--- config.mk ---
export PLATFORM = sky130hd
export DESIGN_NAME = psram_qpi_responder
export DESIGN_NICKNAME = d
export VERILOG_FILES = /design/src/rtl/psram_qpi_responder.sv
export SDC_FILE = /design/constraint.sdc
export NUM_CORES = 2
export LEC_CHECK = 0
export ABC_AREA = 1
export BUFFER_PORTS_ARGS = -buffer_cell sky130_fd_sc_hd__buf_4
export CAP_MARGIN = 10
export CORE_UTILIZATION = 50
export DETAILED_ROUTE_END_ITERATION = 10
export PLACE_DENSITY = 0.65
export SYNTH_ARGS = -nofsm -noshare
export SYNTH_HDL_FRONTEND = slang
export SYNTH_SLANG_ARGS = --single-unit
--- constraint.sdc ---
create_clock -name clk -period 6.3 [get_ports clk]
set_clock_uncertainty 0.1 [all_clocks]
set_input_delay 0.315 -clock clk [delete_from_list [all_inputs] [get_ports clk]]
set_output_delay 0.315 -clock clk [all_outputs]
set_load 0.05 [all_outputs]
--- src/rtl/psram_qpi_responder.sv ---
// QPI PSRAM responder model: SPI/QPI command decode, 24-bit addressed byte writes and
// wait-state-delayed burst reads from an internal byte array, all in the clk domain.
module psram_qpi_responder #(
    parameter int unsigned WAIT_CYCLES = 6,
    parameter int unsigned MEM_AW      = 8
) (
    input  logic       clk,
    input  logic       reset,
    input  logic       psram_cs,
    input  logic       psram_sclk,
    input  logic [3:0] sio_in,
    output logic [3:0] sio_out,
    output logic       sio_oe,
    output logic       qpi_mode,
    output logic       cmd_err
);

    localparam int unsigned CNT_W     = 8;
    localparam int unsigned MEM_DEPTH = 2 ** MEM_AW;

    localparam logic [7:0] OP_QPI_ENTER = 8'h35;
    localparam logic [7:0] OP_QPI_EXIT  = 8'hF5;
    localparam logic [7:0] OP_WRITE     = 8'h38;
    localparam logic [7:0] OP_READ      = 8'hEB;

    typedef enum logic [2:0] {
        S_IDLE,
        S_CMD,
        S_ADDR,
        S_WR_DATA,
        S_WAIT,
        S_RD_DATA,
        S_IGNORE
    } state_t;

    state_t             state;
    logic [1:0]         cs_sync;
    logic [1:0]         sclk_sync;
    logic [3:0]         sio_meta;
    logic [3:0]         sio_s;
    logic               sclk_q;
    logic               cs_s;
    logic               sclk_s;
    logic               rise;
    logic               fall;
    logic [CNT_W-1:0]   cnt;
    logic [6:0]         cmd_sh;
    logic [7:0]         cmd_byte;
    logic               cmd_last;
    logic [MEM_AW-1:0]  ptr;
    logic [3:0]         hi_nib;
    logic               is_read;
    logic               wr_en;
    logic [7:0]         rd_byte;
    logic [7:0]         mem [MEM_DEPTH];

    // Two-flop synchronizers plus one stage of sclk history for edge detection
    always_ff @(posedge clk or negedge reset) begin
        if (!reset) begin
            cs_sync   <= 2'b11;
            sclk_sync <= 2'b00;
            sio_meta  <= 4'h0;
            sio_s     <= 4'h0;
            sclk_q    <= 1'b0;
        end else begin
            cs_sync   <= {cs_sync[0], psram_cs};
            sclk_sync <= {sclk_sync[0], psram_sclk};
            sio_meta  <= sio_in;
            sio_s     <= sio_meta;
            sclk_q    <= sclk_sync[1];
        end
    end

    always_comb begin
        cs_s     = cs_sync[1];
        sclk_s   = sclk_sync[1];
        rise     = sclk_s & ~sclk_q;
        fall     = ~sclk_s & sclk_q;
        cmd_byte = qpi_mode ? {cmd_sh[3:0], sio_s} : {cmd_sh, sio_s[0]};
        cmd_last = qpi_mode ? (cnt == CNT_W'(1)) : (cnt == CNT_W'(7));
        // A byte lands only on its second nibble, so a cs abort never commits a half byte
        wr_en    = reset && !cs_s && (state == S_WR_DATA) && rise && cnt[0];
        rd_byte  = mem[ptr];
    end

    // Byte array is deliberately outside the reset domain so contents survive reset
    always_ff @(posedge clk) begin
        if (wr_en) begin
            mem[ptr] <= {hi_nib, sio_s};
        end
    end

    always_ff @(posedge clk or negedge reset) begin
        if (!reset) begin
            state    <= S_IDLE;
            cnt      <= '0;
            cmd_sh   <= '0;
            ptr      <= '0;
            hi_nib   <= 4'h0;
            is_read  <= 1'b0;
            qpi_mode <= 1'b0;
            cmd_err  <= 1'b0;
            sio_oe   <= 1'b0;
            sio_out  <= 4'h0;
        end else if (cs_s) begin
            state  <= S_IDLE;
            sio_oe <= 1'b0;
            cnt    <= '0;
        end else begin
            case (state)
                S_IDLE: begin
                    state  <= S_CMD;
                    cnt    <= '0;
                    cmd_sh <= '0;
                end
                S_CMD: begin
                    if (rise) begin
                        cmd_sh <= cmd_byte[6:0];
                        cnt    <= cnt + CNT_W'(1);
                        if (cmd_last) begin
                            cnt <= '0;
                            if (!qpi_mode) begin
                                if (cmd_byte == OP_QPI_ENTER) qpi_mode <= 1'b1;
                                else                          cmd_err  <= 1'b1;
                                state <= S_IGNORE;
                            end else begin
                                case (cmd_byte)
                                    OP_QPI_EXIT: begin
                                        qpi_mode <= 1'b0;
                                        state    <= S_IGNORE;
                                    end
                                    OP_WRITE: begin
                                        is_read <= 1'b0;
                                        state   <= S_ADDR;
                                    end
                                    OP_READ: begin
                                        is_read <= 1'b1;
                                        state   <= S_ADDR;
                                    end
                                    default: begin
                                        cmd_err <= 1'b1;
                                        state   <= S_IGNORE;
                                    end
                                endcase
                            end
                        end
                    end
                end
                S_ADDR: begin
                    // Shifting into an MEM_AW-wide pointer drops the unused upper address bits
                    if (rise) begin
                        ptr <= MEM_AW'({ptr, sio_s});
                        cnt <= cnt + CNT_W'(1);
                        if (cnt == CNT_W'(5)) begin
                            cnt   <= '0;
                            state <= is_read ? S_WAIT : S_WR_DATA;
                        end
                    end
                end
                S_WR_DATA: begin
                    if (rise) begin
                        if (!cnt[0]) begin
                            hi_nib <= sio_s;
                            cnt    <= CNT_W'(1);
                        end else begin
                            cnt <= '0;
                            ptr <= ptr + MEM_AW'(1);
                        end
                    end
                end
                S_WAIT: begin
                    if (rise) begin
                        cnt <= cnt + CNT_W'(1);
                        if (cnt == CNT_W'(WAIT_CYCLES - 1)) begin
                            cnt   <= '0;
                            state <= S_RD_DATA;
                        end
                    end
                end
                S_RD_DATA: begin
                    if (fall) begin
                        sio_oe <= 1'b1;
                        if (!cnt[0]) begin
                            sio_out <= rd_byte[7:4];
                            cnt     <= CNT_W'(1);
                        end else begin
                            sio_out <= rd_byte[3:0];
                            cnt     <= '0;
                            ptr     <= ptr + MEM_AW'(1);
                        end
                    end
                end
                S_IGNORE: begin
                    state <= S_IGNORE;
                end
                default: begin
                    state <= S_IDLE;
                end
            endcase
        end
    end

endmodule

==> impl_metrics.tcl <==
set metrics [dict create \
    status "finished clean" \
    synthFlopType "edfxtp_1" \
    yosys-top-cells-count "nand2_1, edfxtp_1, nor2_1" \
    cap_violations 0 \
    crit_path_frequent_cell "nor2_1" \
    num_vias 58380 \
    wl_per_cell_um 22.0 \
    post_cts_resized 0 \
    rows 153 \
    antenna_found_initial 3 \
    cpMaxStageDelayCell "nor2_1" \
    min_period_ns 4.39 \
    synthDistinctLibCells 37 \
    ios 15 \
    async_flop_share_pct 2.43 \
    powerDensity_nw_per_um2 441 \
    dieArea_um2 177000 \
    grt_use_total_pct 26.2 \
    grt_pass1_wl_mm 348 \
    h-tree-depth 4 \
    die_x_um 421 \
    nets 8075 \
    drt_first_iter_violations 7134 \
    diodes 0 \
    drive_gt1_share_pct 5.08 \
    numCtsBuffers 203 \
    nFillCells 14539 \
    avgSynthCellArea_um2 10.7 \
    yosysWarnings 0 \
    overflow 0 \
    portBuffers 14 \
    critPathArrivalTime_ns 4.74 \
    core_um2 174000 \
    fin_tns_setup_ns 0 \
    vias_per_cell 5.53 \
    yosysTopAreaCellShare_pct 70.1 \
    dp_hpwl_mm 129 \
    clkSlewWorstSetupHoldPaths_ns 0.06 \
    grt_max_degree 201 \
    finalSetupViolCount 0 \
    drc 0 \
    syn_nets 8201 \
    post_cts_buffers 0 \
    cts_tree "built" \
    grt_pass1_vias 55958 \
    hold-worst-slack_ns 0.0787 \
    totalWireLength_mm 232 \
    initial_core_util_pct 50.4 \
    cts_buffer_depth 3 \
    hold_violations 0 \
    yosys_register_bits 2099 \
    synthTopCellsByArea "edfxtp_1, nand2_1, nor2_1" \
    worstMarginPinSlew_ns 1.20 \
    fmax_ghz 0.228 \
    max_slew_margin_pct 19.8 \
    yosysTopAreaCell "edfxtp_1" \
    ys_seq_area_share_pct 71.6 \
    synth_edf_count 2048 \
    crit_chain "inv_1 -> nor2_1 -> inv_1 -> nor3_1 -> nand3_1 -> nor2_1 -> nand2_1 -> nor2_1" \
    min_path_type "in2async" \
    ant_nets 0 \
    fin_crit_sh_pct 69.6 \
    cts_sinks 2099 \
    cp-start-kind "flop" \
    drv_slew 0 \
    end_kind "flop" \
    required_ns 6.65 \
    vdd_drop_max_uv 410 \
    rsz0062_at_grt "false" \
    dieHeight_um 421 \
    critPathMaxStageDelay_ns 0.87 \
    power.total_mw 42.3 \
    drtPass1Iterations 6 \
    netlist_area_um2 87700 \
    cts-root-buf "clkbuf_16" \
    synth.most_common_cell "nand2_1" \
    p_leak_nw 36.1 \
    gp_congestion 0.909 \
    critPathKind "reg2reg" \
    synthToLayoutAreaGrowth_pct 9.58 \
    syn_inst 8187 \
    clkLatencyLatePin_ns 0.85 \
    crit_path_max_fanout 16 \
]
[final cells by class]
type / count / area, µm² / share of cell area [%]
Tap cell: 2325 / 2910 / 3.03
Clock buffer: 257 / 5410 / 5.62
Inverter: 415 / 1580 / 1.65
Clock inverter: 114 / 990 / 1.03
Timing Repair Buffer: 117 / 1120 / 1.17
Sequential cell: 2099 / 62800 / 65.4
Multi-Input combinational cell: 5225 / 21300 / 22.2
[where the power goes]
| part | leakage (nW) | internal, mW | switching, mW | total (mW) |
|---|---|---|---|---|
| Sequential | 19.3 | 16.1 | 0.457 | 16.6 |
| Clock | 3.13 | 6.63 | 5.18 | 11.8 |
| Combinational | 13.6 | 3.37 | 10.6 | 14.0 |
[metrics by stage]
step                      utilization [%]  std cells  setup WS, ns  cell area, µm²
after CTS                            55.2      10552          2.01           96100
after global routing                 55.2      10552          1.73           96100
after floorplan                         -       8187          1.65           87700
after detailed placement             51.5      10168          2.05           89600
final                                55.2      10552          1.91           96100
after global placement               51.5      10167          2.09           89600
[registers in the layout, indices dropped and copies added, names as in the netlist]
register   cells
hi_nib         4
sio_s          4
sclk_q         1
sio_oe         1
cmd_sh         7
cs_sync        2
cnt            8
sio_out        4
sclk_sync      2
sio_meta       4
is_read        1
ptr            8
state          3
cmd_err        1
qpi_mode       1
mem         2048
[final timing paths]
kind                          endpoint  cells after the start        start  slack (ns)
max in group asynchronous       ptr[0]                      3        reset        5.45
max reg2reg                mem[111][4]                      8     state[0]        1.91
min reg2reg                   sio_s[2]                      0  sio_meta[2]        0.25
max                        mem[111][4]                      8     state[0]        1.91
min in group clk              sio_s[2]                      0  sio_meta[2]        0.25
min                             cnt[1]                      3        reset        0.08
[worst max-delay path, delay by kind of cell, from the launching register on]
family	cells	cell delay (ns)
buffers and inverters	2	0.22
DFF	1	0.45
and+or+nand+nor	6	3.20
[metal layers]
metal	share of wire (%)	track usage, %	wire length (µm)	vias up
li1	-	-	-	27044
met1	41	36.1	94900	28317
met2	47	41.7	109000	2560
met3	8.7	4.75	20100	453
met4	3.5	9.76	8090	6
met5	0.017	0	40	-
[layout by cell type, fill, tap and decap left out, types with 29 or more instances in the layout]
master | Yosys | routed
nand3_1 | 176 | 176
inv_1 | 411 | 410
nand2_1 | 2361 | 2346
buf_4 | 19 | 86
edfxtp_1 | 2048 | 2048
clkinv_1 | 3 | 52
a21oi_1 | 29 | 29
nor2_1 | 1682 | 1679
clkinv_2 | 0 | 34
o21ai_0 | 733 | 733
o21ai_1 | 179 | 179
dfrtp_1 | 49 | 39
clkbuf_1 | 176 | 45
clkbuf_16 | 0 | 206
[logic make-up (layout without fill, tap and decap cells)]
kind of cell               Yosys count  count (layout)  synth area share [%]
and+or+nand+nor                   4253            4253                  18.5
DFF                               2099            2099                  71.6
AOI/OAI and AO/OA                  964             964                  5.55
buffers and inverters              863             903                  4.23
adders and majority gates            6               6                0.0856
muxes                                2               2                0.0257
[what timing repair did]
| action | in CTS | in global routing |
|---|---|---|
| endpoints found under the setup margin | 0 | 0 |
| hold endpoints to repair | 57 | 0 |
| hold buffers | 13 | 0 |
Power figures use the tool's default switching activity.
